### src/rtl/gb_cpu_m_cycle_sequencer.sv
// M-cycle sequencer: steps through the decoder's per-M-cycle control words and owns instruction
// boundaries, CB mode and IME. Optional interrupt dispatch: GB_CPU_SEQ_IRQ_DISPATCH_EN.
package gb_cpu_seq_pkg;

  localparam int unsigned SchedSteps = 6;

  typedef enum logic [1:0] {
    ADDR_BUS_REG16,
    ADDR_BUS_HIGH_C,
    ADDR_BUS_HIGH_Z,
    ADDR_BUS_ALU
  } addr_bus_source_e;

  typedef enum logic [3:0] {
    REG_B, REG_C, REG_D, REG_E, REG_H, REG_L, REG_A, REG_F,
    REG_IR, REG_SP, REG_PC, REG_Z, REG_W, REG_BC, REG_DE, REG_HL
  } reg_e;

  typedef enum logic [1:0] {
    IDU_NOP,
    IDU_INC,
    IDU_DEC,
    IDU_PASS
  } idu_opcode_e;

  typedef struct packed {
    addr_bus_source_e addr_bus_source;
    reg_e             addr_bus_source_r16;
    reg_e             data_bus_i_destination;
    logic             data_bus_o_wren;
    idu_opcode_e      idu_opcode;
    reg_e             idu_operand;
    reg_e             idu_destination;
    logic             idu_wren;
    logic [3:0]       alu_opcode;
    logic             alu_wren;
    logic             regfile_wren;
    logic             cc_check;
    logic             enable_interrupts;
    logic             disable_interrupts;
    logic             rst_cmd;
    logic             bit_cmd;
  } instruction_controls_t;

  typedef struct packed {
    logic [2:0]                                   m_cycles;
    logic [1:0]                                   condition;
    logic                                         cb_prefix_next;
    instruction_controls_t [SchedSteps-1:0]       instruction_controls;
  } schedule_t;

endpackage

module gb_cpu_m_cycle_sequencer
  import gb_cpu_seq_pkg::*;
#(
  parameter int unsigned MAX_STEPS = SchedSteps
) (
  input  logic                  clk,
  input  logic                  rst_n,
  input  schedule_t             schedule_i,
  input  logic                  cc_met_i,
`ifdef GB_CPU_SEQ_IRQ_DISPATCH_EN
  input  logic                  irq_pending_i,
  output logic                  irq_dispatch_o,
`endif
  output instruction_controls_t controls_o,
  output logic [2:0]            step_o,
  output logic                  instr_start_o,
  output logic                  instr_done_o,
  output logic                  cb_mode_o,
  output logic                  ime_o
);

  localparam int unsigned      StepW  = $clog2(MAX_STEPS);
  localparam logic [StepW-1:0] MaxIdx = StepW'(MAX_STEPS - 1);

  typedef enum logic {StBoot, StRun} state_e;

  state_e           stateQ, stateD;
  logic [StepW-1:0] stepQ, stepD;
  schedule_t        schedQ, schedD;
  logic             cbModeQ, cbModeD;
  logic             imeQ, imeD;
  logic             eiPendQ, eiPendD;
  logic             eiArmQ, eiArmD;
`ifdef GB_CPU_SEQ_IRQ_DISPATCH_EN
  logic             irqDispQ, irqDispD;
`endif

  schedule_t             activeSched;
  logic [StepW-1:0]      lastIdx;
  instruction_controls_t selWord, lastWord, execWord;
  logic                  inRun, stepValid, earlyTerm, finalCycle;
  logic                  unusedCondition;

  function automatic instruction_controls_t fetchWord();
    instruction_controls_t w;
    w                        = '0;
    w.addr_bus_source        = ADDR_BUS_REG16;
    w.addr_bus_source_r16    = REG_PC;
    w.data_bus_i_destination = REG_IR;
    w.idu_opcode             = IDU_INC;
    w.idu_operand            = REG_PC;
    w.idu_destination        = REG_PC;
    w.idu_wren               = 1'b1;
    return w;
  endfunction

  // Step 0 decodes straight from the decoder; later steps replay the latched copy.
  assign inRun       = (stateQ == StRun);
  assign activeSched = (stepQ == '0) ? schedule_i : schedQ;
  assign lastIdx     = (32'(activeSched.m_cycles) > MAX_STEPS - 1) ? MaxIdx
                                                                   : StepW'(activeSched.m_cycles);
  assign stepValid   = inRun && (stepQ <= lastIdx);
  assign selWord     = activeSched.instruction_controls[stepQ];
  assign lastWord    = activeSched.instruction_controls[lastIdx];
  assign earlyTerm   = stepValid && selWord.cc_check && !cc_met_i && (stepQ != lastIdx);
  assign finalCycle  = stepValid && ((stepQ == lastIdx) || earlyTerm);
  assign execWord    = earlyTerm ? lastWord : selWord;

  // The condition code is evaluated upstream; cc_met_i carries the result.
  assign unusedCondition = ^activeSched.condition;

  always_ff @(posedge clk or negedge rst_n) begin
    if (!rst_n) begin
      stateQ   <= StBoot;
      stepQ    <= '0;
      cbModeQ  <= 1'b0;
      imeQ     <= 1'b0;
      eiPendQ  <= 1'b0;
      eiArmQ   <= 1'b0;
`ifdef GB_CPU_SEQ_IRQ_DISPATCH_EN
      irqDispQ <= 1'b0;
`endif
    end else begin
      stateQ   <= stateD;
      stepQ    <= stepD;
      cbModeQ  <= cbModeD;
      imeQ     <= imeD;
      eiPendQ  <= eiPendD;
      eiArmQ   <= eiArmD;
`ifdef GB_CPU_SEQ_IRQ_DISPATCH_EN
      irqDispQ <= irqDispD;
`endif
    end
  end

  always_ff @(posedge clk) begin
    schedQ <= schedD;
  end

  always_comb begin
    stateD   = stateQ;
    stepD    = '0;
    schedD   = schedQ;
    cbModeD  = cbModeQ;
    imeD     = imeQ;
    eiPendD  = eiPendQ;
    eiArmD   = eiArmQ;
`ifdef GB_CPU_SEQ_IRQ_DISPATCH_EN
    irqDispD = 1'b0;
`endif
    if (stateQ == StBoot) begin
      stateD = StRun;
    end else if (stepValid) begin
      if (stepQ == '0) begin
        schedD = schedule_i;
      end
      if (finalCycle) begin
        cbModeD = activeSched.cb_prefix_next;
        // An EI from the previous instruction takes effect as this one ends.
        if (eiArmQ) begin
          imeD = 1'b1;
        end
        eiArmD  = eiPendQ || execWord.enable_interrupts;
        eiPendD = 1'b0;
`ifdef GB_CPU_SEQ_IRQ_DISPATCH_EN
        if (imeQ && irq_pending_i && !activeSched.cb_prefix_next) begin
          irqDispD = 1'b1;
          imeD     = 1'b0;
          eiPendD  = 1'b0;
          eiArmD   = 1'b0;
        end
`endif
      end else begin
        stepD = stepQ + 1'b1;
        if (execWord.enable_interrupts) begin
          eiPendD = 1'b1;
        end
      end
      if (execWord.disable_interrupts) begin
        imeD    = 1'b0;
        eiPendD = 1'b0;
        eiArmD  = 1'b0;
      end
    end
  end

  // An out-of-range step fetches like BOOT and restarts at step 0.
  always_comb begin
    controls_o    = fetchWord();
    instr_start_o = 1'b0;
    instr_done_o  = 1'b1;
    if (stepValid) begin
      controls_o    = execWord;
      instr_start_o = (stepQ == '0);
      instr_done_o  = finalCycle;
    end
  end

  assign step_o    = 3'(stepQ);
  assign cb_mode_o = cbModeQ;
  assign ime_o     = imeQ;
`ifdef GB_CPU_SEQ_IRQ_DISPATCH_EN
  assign irq_dispatch_o = irqDispQ;
`endif

endmodule

### config.mk
export PLATFORM = sky130hd
export DESIGN_NAME = gb_cpu_m_cycle_sequencer
export DESIGN_NICKNAME = d
export VERILOG_FILES = /design/src/rtl/gb_cpu_m_cycle_sequencer.sv
export SDC_FILE = /design/constraint.sdc
export NUM_CORES = 1
export LEC_CHECK = 0
export ABC_AREA = 1
export CAP_MARGIN = 20
export CORE_ASPECT_RATIO = 1.4
export CORE_MARGIN = 4
export CORE_UTILIZATION = 55
export CTS_CLUSTER_SIZE = 24
export DETAILED_ROUTE_END_ITERATION = 6
export MAX_ROUTING_LAYER = met4
export PLACE_DENSITY = 0.84
export SYNTH_ARGS = -nofsm -noshare
export SYNTH_HDL_FRONTEND = slang
export SYNTH_SLANG_ARGS = --single-unit
export TNS_END_PERCENT = 100
### constraint.sdc
create_clock -name clk -period 40 [get_ports clk]
set_clock_uncertainty 0.2 [all_clocks]
set_input_delay 12 -clock clk [delete_from_list [all_inputs] [get_ports clk]]
set_output_delay 12 -clock clk [all_outputs]
set_load 0.01 [all_outputs]
==> run metrics <==
Peak supply drop 0.000113 V; power density of the placed cells 94.5 nW/µm²; pin count of the biggest net entering global routing 157; delay contributed by the slowest stage of the critical path 0.82 ns; synth warn 0; highest routed metal layer met4; wire length on met3 4300 µm; height of the chip 190 µm; DPL Wire Length 29,000 µm; via count of the first global-routing pass 12,553; total die area 26,200 µm²; number of buffers inserted for hold repair after clock tree synthesis 0; clock sink total 210; reg2reg setup slack 32.21 ns; Gate Count Post-Synth 1,658; metal1 wirelength 14,800 µm; worst hold path startpoint cb_mode_o; leak pwr 0.00664 µW; crit path setup slack, layout 9.74 ns; clock tree root driver cell sky130_fd_sc_hd__clkbuf_16; worst hold-check path type flop to flop; antenna violations before repair 17; CTS tree yes; destination of the worst hold path cb_mode_o; clock transition at the register clock pins on the worst setup and hold paths after CTS 0.06 ns; Worst Reg-to-Reg Cells 20; total of cells resized after clock tree synthesis 0; number of nets in the final layout 2,039; I/O pins 247; Worst Path Arrival 18.06 ns; WHS Path Cells 2; Final Instance Count excl. Fillers 2,166; kind of end point of the critical path output port; Area growth syn-to-layout 24.1%; clock network latency to the later pin of the worst-skew pair 0.52 ns; starting DRC count in detailed routing 1,826; Fill cells 1,859; leftover overflow at the end of global routing 0; count of different cell masters after synthesis 43; Max Clock Freq 33.0 MHz; post-detailed-route DRC marker count 0; worst-case setup slack after placement 9.96 ns; Mapped Area 13,000 µm²; clock period minus worst slack 30.26 ns; first-pass GRT wire length 66,700 µm; total wirelength of the detailed-routed design 44,800 µm; die width 138 µm; final-report setup violation count 0; Max-cap violations 0; total number of vias 13,026; Buf+Inv Stages, Crit Path 8; Final GP Congestion 0.902; critical path required time 27.80 ns; detailed route wirelength on metal2 21,200 µm; number of input and output port buffers inserted 244; Fin. Hold Viols 0; detail-routed net length per standard cell 20.7 µm; sequential-to-total area share from yosys stat 0.482; post-CTS repair timing setup buffer count 0; starting utilization of the core area 0.558; slew margin rel. 0.280; result of the run finished, final reports clean; total power of the final layout 1520 µW; CTS max path bufs 3; Total Routing Usage GR 0.342; drt via density 6.01; RSZ-0062 raised after global routing false; number of rows in the core area 66; TritonCTS buffer count 22; synthesized area per cell 7.84 µm²; core footprint 23,300 µm²; total instance count after detailed placement 2,109; first drt pass iteration count 7; fraction of final layout cells with drive strength greater than 1 0.0711; remaining antenna violation count after routing 0; CP max FO 156; origin of the critical flop-to-flop path step_o[0]; category of cells accounting for the largest share of critical-path delay buffers and inverters; maximum level of the CTS H-tree 1; Seq cells post-synth 210; max-slew violation count 0; Tcrit/Tclk final 0.757; slowest CP cell sky130_fd_sc_hd__buf_4; Syn Nets 1,870; Sum Neg Setup Slack 0 ns; crit path launch type input pin; worst setup path category input pin to output port; Critical R2R Capture ime_o; critical path cell sequence clkdlybuf4s50_1 > inv_1 > o21ai_4 > inv_2 > nor2_4 > inv_2 > ha_1 > nand3_1 > nand2_1 > nand2_1 > buf_4 > inv_8 > buf_4 > o21ai_0 > nor2_1 > clkdlybuf4s50_1; Least-Margin Pin Slew 1.08 ns
placed cells by master (no fill, tap or decap), types with 3 or more instances in the layout:
| master | instances |
|---|---|
| sky130_fd_sc_hd__o22ai_1 | 25 |
| sky130_fd_sc_hd__nand2_1 | 573 |
| sky130_fd_sc_hd__clkdlybuf4s50_1 | 244 |
| sky130_fd_sc_hd__o221ai_1 | 10 |
| sky130_fd_sc_hd__clkbuf_1 | 4 |
| sky130_fd_sc_hd__dfrtp_1 | 6 |
| sky130_fd_sc_hd__nand2_4 | 4 |
| sky130_fd_sc_hd__o21ai_1 | 42 |
| sky130_fd_sc_hd__nor2_1 | 117 |
| sky130_fd_sc_hd__nand4_1 | 3 |
| sky130_fd_sc_hd__o211ai_2 | 3 |
| sky130_fd_sc_hd__nand3_1 | 62 |
| sky130_fd_sc_hd__o21ai_0 | 194 |
| sky130_fd_sc_hd__and2_1 | 3 |
| sky130_fd_sc_hd__inv_2 | 5 |
| sky130_fd_sc_hd__o211ai_1 | 28 |
| sky130_fd_sc_hd__a21oi_1 | 62 |
| sky130_fd_sc_hd__clkinv_2 | 3 |
| sky130_fd_sc_hd__clkbuf_16 | 23 |
| sky130_fd_sc_hd__edfxtp_1 | 202 |
| sky130_fd_sc_hd__nor2_2 | 3 |
| sky130_fd_sc_hd__clkinv_1 | 3 |
| sky130_fd_sc_hd__o2111ai_1 | 3 |
| sky130_fd_sc_hd__ha_1 | 5 |
| sky130_fd_sc_hd__bufinv_16 | 4 |
| sky130_fd_sc_hd__buf_4 | 16 |
| sky130_fd_sc_hd__or2_2 | 55 |
| sky130_fd_sc_hd__a211oi_1 | 6 |
| sky130_fd_sc_hd__nor3_1 | 8 |
| sky130_fd_sc_hd__diode_2 | 17 |
| sky130_fd_sc_hd__inv_1 | 104 |
stage by stage:
| stage | hold WS [ns] | area [µm²] | utilization |
|---|---|---|---|
| global route | 0.371 | 16100 | 0.693 |
| global placement | 0.275 | 15300 | 0.658 |
| detailed placement | 0.262 | 15300 | 0.658 |
| CTS | 0.315 | 16100 | 0.691 |
| floorplan | 0.276 | 13000 | - |
| finish | 0.313 | 16100 | 0.693 |
worst max path at each step:
stage                         start              to  slack [ns]  cells after the start
CTS                 schedule_i[202]   controls_o[6]        9.95                     16
floorplan           schedule_i[202]  controls_o[12]        7.73                     14
detailed placement  schedule_i[202]   controls_o[6]        9.96                     16
global placement    schedule_i[202]   controls_o[6]        10.0                     16
global route        schedule_i[202]   controls_o[6]        9.53                     16
finish              schedule_i[202]   controls_o[6]        9.74                     16
synth_stat cells (all sizes together):
cell	n	area, µm²
dfrtp	8	200
nor2	122	470
nand2	579	2230
a211oi	6	45.0
clkbuf	40	151
a22oi	1	7.51
o221ai	10	87.6
conb	1	3.75
nand4	3	18.8
or2	55	344
nand3b	1	7.51
o31ai	2	15.0
a31oi	2	12.5
o2111ai	3	26.3
a21oi	63	327
inv	111	422
nor3	8	40.0
xnor2	1	8.76
nand3	63	320
edfxtp	202	6070
o21ai	238	1210
ha	5	62.6
o22ai	25	156
buf	75	493
and2	3	18.8
o211ai	31	248
where the power goes:
group          total, µW  internal [µW]  switching (µW)
Clock                222            132            90.2
Combinational        873            265             608
Sequential           429            404            25.6
Total               1520            801             723
cell type report:
cell class                      count  area [µm²]  area share
Sequential cell                   210        6270       0.389
Multi-Input combinational cell   1222        5680       0.352
Timing Repair Buffer              260        2560       0.159
Clock buffer                       27         591      0.0366
Inverter                          111         429      0.0266
Tap cell                          306         383      0.0237
Clock inverter                     13         174      0.0108
Antenna cell                       17        42.5     0.00264
layer usage:
metal  vias up  track usage
li1       5922            -
met2       902        0.535
met4         0        0.295
met3       253       0.0519
met5         -            -
met1      5949        0.375
registers in the layout, indices dropped and copies added, names as in the netlist:
name / count
cb_mode_o: 1
step_o: 3
eiPendQ: 1
schedQ: 202
inRun: 1
eiArmQ: 1
ime_o: 1
tightest hold or removal path: stages (launching register included):
cell	delay [ns]
sky130_fd_sc_hd__dfrtp_1	0.36
sky130_fd_sc_hd__nand2_1	0.06
sky130_fd_sc_hd__nand2_1	0.06
logic make-up after synthesis:
family | share of synthesized area
fa+ha+maj | 0.00482
simple gates | 0.265
xor+xnor | 0.000674
flops | 0.482
compound gates | 0.165
buf+inv | 0.0820
other cells | 0.000289
Note: power is estimated with default switching activity, not from simulation.
